[config.mk]
export PLATFORM = sky130hd
export DESIGN_NAME = bc_match_ctrl_flat
export DESIGN_NICKNAME = d
export VERILOG_FILES = /design/src/rtl/bc_pkg.sv /design/src/rtl/bc_match_ctrl_if.sv /design/src/rtl/bc_turn_timer.sv /design/src/rtl/bc_match_ctrl.sv /design/src/flat_wrapper.sv
export SDC_FILE = /design/constraint.sdc
export NUM_CORES = 1
export LEC_CHECK = 0
export CAP_MARGIN = 20
export CORE_UTILIZATION = 45
export DETAILED_ROUTE_END_ITERATION = 16
export PLACE_DENSITY = 0.74
export SYNTH_ARGS = -nofsm -noshare
export SYNTH_HDL_FRONTEND = slang
export SYNTH_HIERARCHICAL = 1
export SYNTH_SLANG_ARGS = --single-unit
[constraint.sdc]
create_clock -name clock -period 2.2 [get_ports clock]
set_clock_uncertainty 0.15 [all_clocks]
set_input_delay 0.55 -clock clock [delete_from_list [all_inputs] [get_ports clock]]
set_output_delay 0.55 -clock clock [all_outputs]
set_load 0.02 [all_outputs]
[src/rtl/bc_pkg.sv]
// Shared types and encodings for the Bulls & Cows match controller.
package bc_pkg;

    typedef enum logic [2:0] {
        IDLE,
        PLAY,
        LAST_CHECK,
        ROUND_END,
        MATCH_OVER
    } ctrl_state_t;

    localparam logic P1 = 1'b0;
    localparam logic P2 = 1'b1;

    localparam logic [1:0] WIN_NONE = 2'b00;
    localparam logic [1:0] WIN_P1   = 2'b01;
    localparam logic [1:0] WIN_P2   = 2'b10;

endpackage

[src/rtl/bc_match_ctrl_if.sv]
// Handshake and status bundle between the match controller and its surroundings.
interface bc_match_ctrl_if;

    logic       start;
    logic       guess_commit;
    logic       guess_player;
    logic       p1_win;
    logic       p2_win;
    logic       core_reset;
    logic       game_over;
    logic [7:0] guesses;
    logic [3:0] p1_score;
    logic [3:0] p2_score;
    logic [1:0] match_winner;
    logic       turn_timeout;

    modport master (
        output start,
        output guess_commit,
        output guess_player,
        output p1_win,
        output p2_win,
        input  core_reset,
        input  game_over,
        input  guesses,
        input  p1_score,
        input  p2_score,
        input  match_winner,
        input  turn_timeout
    );

    modport slave (
        input  start,
        input  guess_commit,
        input  guess_player,
        input  p1_win,
        input  p2_win,
        output core_reset,
        output game_over,
        output guesses,
        output p1_score,
        output p2_score,
        output match_winner,
        output turn_timeout
    );

endinterface

[src/rtl/bc_turn_timer.sv]
// Per-turn down-counter: reloads to TICKS-1, counts down while enabled, flags zero.
module bc_turn_timer #(
    parameter int unsigned TICKS = 50_000_000
) (
    input  logic clock,
    input  logic reset,
    input  logic load,
    input  logic enable,
    output logic expire
);

    localparam int unsigned CNT_W = (TICKS > 1) ? $clog2(TICKS) : 1;
    localparam logic [CNT_W-1:0] RELOAD = CNT_W'(TICKS - 1);

    logic [CNT_W-1:0] count_q, count_d;

    always_comb begin
        count_d = count_q;
        if (load) begin
            count_d = RELOAD;
        end else if (enable && (count_q != '0)) begin
            count_d = count_q - CNT_W'(1);
        end
    end

    always_ff @(posedge clock) begin
        if (reset) begin
            count_q <= RELOAD;
        end else begin
            count_q <= count_d;
        end
    end

    // Load is not folded in here; the caller gives a counted commit priority.
    assign expire = enable && (count_q == '0);

endmodule

[src/rtl/bc_match_ctrl.sv]
// Match controller above the Bulls & Cows core: round sequencing, guess budget, scoring.
// Define BC_TURN_TIMER_EN to add a per-turn forfeit timer.
module bc_match_ctrl
    import bc_pkg::*;
#(
    parameter int unsigned MAX_GUESSES   = 16,
    parameter int unsigned WINS_TO_MATCH = 3,
    parameter int unsigned WIN_WAIT      = 4,
    parameter int unsigned TURN_TICKS    = 50_000_000
) (
    input logic            clock,
    input logic            reset,
    bc_match_ctrl_if.slave bus
);

    localparam logic [7:0]        GUESS_LIMIT = 8'(MAX_GUESSES);
    localparam logic [3:0]        SCORE_LIMIT = 4'(WINS_TO_MATCH);
    localparam int unsigned       WAIT_W      = (WIN_WAIT > 1) ? $clog2(WIN_WAIT) : 1;
    localparam logic [WAIT_W-1:0] WAIT_LAST   = WAIT_W'(WIN_WAIT - 1);

    ctrl_state_t       state_q, state_d;
    logic [7:0]        guesses_q, guesses_d;
    logic [3:0]        p1_score_q, p1_score_d;
    logic [3:0]        p2_score_q, p2_score_d;
    logic [1:0]        winner_q, winner_d;
    logic              core_reset_q, core_reset_d;
    logic [WAIT_W-1:0] wait_q, wait_d;
    logic              p1_q, p2_q;

    logic       p1_rise, p2_rise, win_rise;
    logic [7:0] guesses_inc;

    assign p1_rise     = bus.p1_win & ~p1_q;
    assign p2_rise     = bus.p2_win & ~p2_q;
    assign win_rise    = p1_rise | p2_rise;
    assign guesses_inc = guesses_q + 8'd1;

`ifdef BC_TURN_TIMER_EN
    logic turn_player_q;
    logic turn_timeout_q, turn_timeout_d;
    logic play_entry, commit_counted, timer_load, timer_expire;

    assign play_entry     = (state_d == PLAY) && (state_q != PLAY);
    assign commit_counted = (state_q == PLAY) && bus.guess_commit && !win_rise;
    assign timer_load     = play_entry || commit_counted;

    bc_turn_timer #(
        .TICKS (TURN_TICKS)
    ) u_turn_timer (
        .clock  (clock),
        .reset  (reset),
        .load   (timer_load),
        .enable (state_q == PLAY),
        .expire (timer_expire)
    );

    // The player whose turn it is becomes the opponent of whoever just committed.
    always_ff @(posedge clock) begin
        if (reset) begin
            turn_player_q  <= P1;
            turn_timeout_q <= 1'b0;
        end else begin
            turn_timeout_q <= turn_timeout_d;
            if (play_entry) begin
                turn_player_q <= P1;
            end else if (commit_counted) begin
                turn_player_q <= ~bus.guess_player;
            end
        end
    end
`endif

    always_ff @(posedge clock) begin
        if (reset) begin
            state_q <= IDLE;
        end else begin
            state_q <= state_d;
        end
    end

    always_comb begin
        state_d      = state_q;
        guesses_d    = guesses_q;
        p1_score_d   = p1_score_q;
        p2_score_d   = p2_score_q;
        winner_d     = winner_q;
        core_reset_d = 1'b0;
        wait_d       = wait_q;
`ifdef BC_TURN_TIMER_EN
        turn_timeout_d = 1'b0;
`endif
        unique case (state_q)
            IDLE, MATCH_OVER: begin
                if (bus.start) begin
                    state_d      = PLAY;
                    core_reset_d = 1'b1;
                    guesses_d    = '0;
                    p1_score_d   = '0;
                    p2_score_d   = '0;
                    winner_d     = WIN_NONE;
                end
            end
            PLAY: begin
                // A win rise outranks a commit in the same cycle; P1 outranks P2.
                if (p1_rise) begin
                    p1_score_d = p1_score_q + 4'd1;
                    state_d    = ROUND_END;
                end else if (p2_rise) begin
                    p2_score_d = p2_score_q + 4'd1;
                    state_d    = ROUND_END;
                end else if (bus.guess_commit) begin
                    guesses_d = guesses_inc;
                    if (guesses_inc == GUESS_LIMIT) begin
                        state_d = LAST_CHECK;
                        wait_d  = '0;
                    end
`ifdef BC_TURN_TIMER_EN
                end else if (timer_expire) begin
                    turn_timeout_d = 1'b1;
                    state_d        = ROUND_END;
                    if (turn_player_q == P1) begin
                        p2_score_d = p2_score_q + 4'd1;
                    end else begin
                        p1_score_d = p1_score_q + 4'd1;
                    end
`endif
                end
            end
            LAST_CHECK: begin
                if (p1_rise) begin
                    p1_score_d = p1_score_q + 4'd1;
                    state_d    = ROUND_END;
                end else if (p2_rise) begin
                    p2_score_d = p2_score_q + 4'd1;
                    state_d    = ROUND_END;
                end else if (wait_q == WAIT_LAST) begin
                    state_d = ROUND_END;
                end else begin
                    wait_d = wait_q + WAIT_W'(1);
                end
            end
            ROUND_END: begin
                if (p1_score_q == SCORE_LIMIT) begin
                    state_d  = MATCH_OVER;
                    winner_d = WIN_P1;
                end else if (p2_score_q == SCORE_LIMIT) begin
                    state_d  = MATCH_OVER;
                    winner_d = WIN_P2;
                end else if (bus.start) begin
                    state_d      = PLAY;
                    core_reset_d = 1'b1;
                    guesses_d    = '0;
                end
            end
            default: begin
                state_d = IDLE;
            end
        endcase
    end

    always_ff @(posedge clock) begin
        if (reset) begin
            guesses_q    <= '0;
            p1_score_q   <= '0;
            p2_score_q   <= '0;
            winner_q     <= WIN_NONE;
            core_reset_q <= 1'b0;
            wait_q       <= '0;
            p1_q         <= 1'b0;
            p2_q         <= 1'b0;
        end else begin
            guesses_q    <= guesses_d;
            p1_score_q   <= p1_score_d;
            p2_score_q   <= p2_score_d;
            winner_q     <= winner_d;
            core_reset_q <= core_reset_d;
            wait_q       <= wait_d;
            p1_q         <= bus.p1_win;
            p2_q         <= bus.p2_win;
        end
    end

    always_comb begin
        bus.core_reset   = core_reset_q;
        bus.game_over    = (state_q == ROUND_END) || (state_q == MATCH_OVER);
        bus.guesses      = guesses_q;
        bus.p1_score     = p1_score_q;
        bus.p2_score     = p2_score_q;
        bus.match_winner = winner_q;
`ifdef BC_TURN_TIMER_EN
        bus.turn_timeout = turn_timeout_q;
`else
        bus.turn_timeout = 1'b0;
`endif
    end

endmodule
[src/flat_wrapper.sv]
// flat-port wrapper written by rule: the top's interface ports become plain ports
module bc_match_ctrl_flat import bc_pkg::*;
#(
    parameter int unsigned MAX_GUESSES   = 16,
    parameter int unsigned WINS_TO_MATCH = 3,
    parameter int unsigned WIN_WAIT      = 4,
    parameter int unsigned TURN_TICKS    = 50_000_000
)
  (clock, reset, bus_start, bus_guess_commit, bus_guess_player, bus_p1_win, bus_p2_win, bus_core_reset, bus_game_over, bus_guesses, bus_p1_score, bus_p2_score, bus_match_winner, bus_turn_timeout);
  bc_match_ctrl_if bus_i ();
  input logic clock;
  input logic reset;
  input wire logic [$bits(bus_i.start)-1:0] bus_start;
  input wire logic [$bits(bus_i.guess_commit)-1:0] bus_guess_commit;
  input wire logic [$bits(bus_i.guess_player)-1:0] bus_guess_player;
  input wire logic [$bits(bus_i.p1_win)-1:0] bus_p1_win;
  input wire logic [$bits(bus_i.p2_win)-1:0] bus_p2_win;
  output wire logic [$bits(bus_i.core_reset)-1:0] bus_core_reset;
  output wire logic [$bits(bus_i.game_over)-1:0] bus_game_over;
  output wire logic [$bits(bus_i.guesses)-1:0] bus_guesses;
  output wire logic [$bits(bus_i.p1_score)-1:0] bus_p1_score;
  output wire logic [$bits(bus_i.p2_score)-1:0] bus_p2_score;
  output wire logic [$bits(bus_i.match_winner)-1:0] bus_match_winner;
  output wire logic [$bits(bus_i.turn_timeout)-1:0] bus_turn_timeout;
  assign bus_i.start = bus_start;
  assign bus_i.guess_commit = bus_guess_commit;
  assign bus_i.guess_player = bus_guess_player;
  assign bus_i.p1_win = bus_p1_win;
  assign bus_i.p2_win = bus_p2_win;
  assign bus_core_reset = bus_i.core_reset;
  assign bus_game_over = bus_i.game_over;
  assign bus_guesses = bus_i.guesses;
  assign bus_p1_score = bus_i.p1_score;
  assign bus_p2_score = bus_i.p2_score;
  assign bus_match_winner = bus_i.match_winner;
  assign bus_turn_timeout = bus_i.turn_timeout;
  bc_match_ctrl #(.MAX_GUESSES(MAX_GUESSES), .WINS_TO_MATCH(WINS_TO_MATCH), .WIN_WAIT(WIN_WAIT), .TURN_TICKS(TURN_TICKS)) u_core (.clock(clock), .reset(reset), .bus(bus_i));
endmodule
==> impl_metrics.py <==
metrics = {
    "grt": {
        "grt_usage": 0.212,
        "antenna_found_initial": 0,
        "grt_pass1_wl_um": 5940,
        "grt-ovfl-total": 0,
        "grt_pass1_vias": 1395,
        "grt_max_degree": 18,
    },
    "route": {
        "drt-pass1-iter-count": 5,
        "wire_per_inst_um": 14.9,
        "topRoutingLayerUsed": "met4",
        "wl_met3_um": 143,
        "drt_drc_violations_left": 0,
        "vias": 1451,
        "antenna_left": 0,
        "viasPerCell": 5.83,
        "met2_length_um": 1900,
        "totalWireLength_um": 3700,
        "drt-initial-drc-count": 63,
        "wl_met1_um": 1610,
    },
    "clock_tree": {
        "post_cts_buffers": 0,
        "htree_levels": 1,
        "root_buffer": "clkbuf_4",
        "clkSlewWorstSetupHoldPaths_ns": 0.15,
        "cts_sinks": 26,
        "clock_insertion_delay_worst_skew_ns": 0.32,
        "cts_tree": "yes",
        "cts_max_path_buffers": 2,
        "cts_buffers": 3,
    },
    "timing": {
        "finalHoldViolCount": 0,
        "worst_pin_slew_ns": 0.533,
        "setup_viol": 0,
        "maxSlewHeadroom": 0.645,
        "setup-tns-final_ns": 0,
        "max_clock_freq_ghz": 0.466,
        "rsz0062_at_grt": "no",
        "period_minus_slack_ns": 2.15,
        "period_share": 0.975,
        "final_max_slew_viol_count": 0,
    },
    "cells_and_area": {
        "num_antenna_cells": 0,
        "drive_gt1_frac": 0.212,
        "nets": 215,
        "fill_cells": 317,
        "syn2layout_area_growth_pct": 25.7,
    },
    "place": {
        "portBuffers": 25,
        "place_congestion": 0.853,
        "dp.final_hpwl_um": 2660,
    },
    "pwr": {
        "p_leak_nw": 0.805,
        "p_per_area_nw_per_um2": 762,
        "vdd_drop_max_mv": 0.369,
        "p_total_mw": 1.52,
    },
    "setup_path": {
        "critPathArrivalTime_ns": 1.45,
        "crit_chain": "clkdlybuf4s50_1",
        "path_class": "flip-flop to output pin",
        "critPathLaunchType": "flip-flop",
        "worstPathRequired_ns": 1.50,
        "end_kind": "output pin",
        "path_max_fanout": 7,
        "cp_num_buf_inv": 1,
        "worst_path_largest_cell_delay_ns": 0.65,
        "crit_slowest_cell": "clkdlybuf4s50_1",
        "cpLargestDelayFamily": "buffers and inverters",
    },
    "yosys": {
        "synth_top_area_frac": 0.329,
        "syn_area_sq_um": 1580,
        "syn-num-nets": 179,
        "synth-async-reset-ratio": 0,
        "synth_top_flop_cell": "dfxtp_1",
        "yosys.area.top_type": "dfxtp_1",
        "synth_edf_count": 0,
        "synth_area_leaders": "dfxtp_1 (33%), a311oi_2 (5.7%), nand2b_1 (4.0%)",
        "yosysUniqueCellTypes": 52,
        "avgSynthCellArea_sq_um": 9.41,
        "synthTopCellsByCount": "dfxtp_1 (26), nand2_1 (13), nor2_1 (11)",
        "seq_area_frac_synth": 0.329,
        "ys.warnings.count": 6,
        "synth_most_common_cell": "dfxtp_1",
        "syn_inst": 168,
        "ys_ff_latch": 26,
    },
    "die": {
        "die_h_um": 61.3,
        "pin_count": 28,
        "num_rows": 21,
        "start_util": 0.470,
        "core-area_sq_um": 3360,
        "die_x_um": 61.3,
        "dieArea_sq_um": 3760,
    },
    "job": {
        "maxCapViolCount": 0,
    },
    "worst_hold_path": {
        "worst_hold_path_type": "flip-flop to flip-flop",
    },
    "outcome": {
        "status": "complete, no violations",
    },
}
==> worst paths after layout <==
kind                                                  from                          to  slack [ns]  cells past startpoint
worst max-delay path                 u_core/bus.guesses[1]              bus_guesses[1]        0.05                      1
worst min-delay path            u_core/bus.match_winner[1]  u_core/bus.match_winner[1]        0.35                      2
worst max register to register      u_core/bus.p2_score[0]       u_core/bus.guesses[3]        0.16                      5
worst min register to register  u_core/bus.match_winner[1]  u_core/bus.match_winner[1]        0.35                      2
==> cell type report <==
class                      instances  area (sq um)  share of cell area
multi-input combinational        129           982               0.494
sequential                        26           523               0.263
timing repair buffer              42           382               0.192
tap                               46          57.6              0.0289
clock buffer                       4          36.3              0.0183
inverter                           2          7.51             0.00378
==> layout by cell type (no fill, tap or decap), types with 2 or more instances in the layout <==
| cell type | netlist | layout |
|---|---|---|
| a211o_1 | 3 | 3 |
| dlymetal6s2s_1 | 0 | 2 |
| inv_1 | 2 | 2 |
| or3_1 | 2 | 2 |
| and3_1 | 3 | 3 |
| nor3b_2 | 3 | 3 |
| nand2b_4 | 2 | 2 |
| nand2_1 | 13 | 13 |
| ha_1 | 4 | 4 |
| a311oi_2 | 6 | 6 |
| buf_4 | 2 | 17 |
| nor3_1 | 2 | 2 |
| a31oi_1 | 3 | 3 |
| mux2i_1 | 5 | 5 |
| nor3b_1 | 4 | 4 |
| nor2b_1 | 4 | 4 |
| dfxtp_1 | 26 | 24 |
| xnor2_1 | 2 | 2 |
| clkbuf_4 | 0 | 3 |
| clkdlybuf4s50_1 | 0 | 22 |
| a21bo_2 | 2 | 2 |
| nand4_1 | 5 | 5 |
| a21oi_1 | 8 | 8 |
| nand3b_1 | 3 | 3 |
| nand3_1 | 5 | 5 |
| a211oi_1 | 2 | 2 |
| nand2b_1 | 10 | 10 |
| nor2_1 | 11 | 10 |
| o21ai_0 | 3 | 3 |
| a21o_1 | 2 | 2 |
| dfxtp_2 | 0 | 2 |
==> logic make-up (layout without fill, tap and decap cells) <==
| group | Yosys count | count (layout) | synth area share |
|---|---|---|---|
| xor+xnor | 3 | 3 | 0.0285 |
| mux | 5 | 5 | 0.0316 |
| fa+ha+maj | 4 | 4 | 0.0316 |
| flops | 26 | 26 | 0.329 |
| buf+inv | 13 | 48 | 0.0514 |
| compound gates | 40 | 40 | 0.225 |
| simple gates | 76 | 76 | 0.301 |
| other cells | 1 | 1 | 0.00237 |
==> registers in the layout (all words and copies together) (netlist names) <==
signal and count:
u_core/wait_q 2, u_core/bus.guesses 8, u_core/state_q 3, u_core/bus.p1_score 4
u_core/p2_q 1, u_core/bus.core_reset 1, u_core/bus.match_winner 2, u_core/bus.p2_score 4
u_core/p1_q 1
==> power breakdown <==
part	leakage (nW)	switching (mW)	internal [mW]	total [mW]
combinational	0.572	0.380	0.333	0.712
sequential	0.212	0.0421	0.513	0.555
clock	0.0210	0.146	0.101	0.248
==> metrics by stage <==
step           hold slack, ns  std cells  cell area (sq um)  setup slack (ns)  utilization
3_3_place_gp            0.320        245               1940            -0.137        0.578
6_report                0.351        249               1990            0.0540        0.591
3_5_place_dp            0.332        245               1940            -0.190        0.578
4_1_cts                 0.353        249               1980            0.0115        0.589
5_1_grt                 0.380        249               1990           0.00263        0.591
2_1_floorplan           0.331        168               1580             0.191            -
==> routing by layer <==
metal  track usage  up-vias
li1              -      698
met1         0.241      701
met2         0.402       42
met3        0.0252       10
met4        0.0779        0
met5             0        -
==> timing repair <==
item / 4_1_cts / 5_1_grt
endpoints found under the setup margin: 2 / 3
hold buffers: 0 / 0
resized for setup: 3 / 3
No activity file was read; power rests on OpenSTA's default activity.
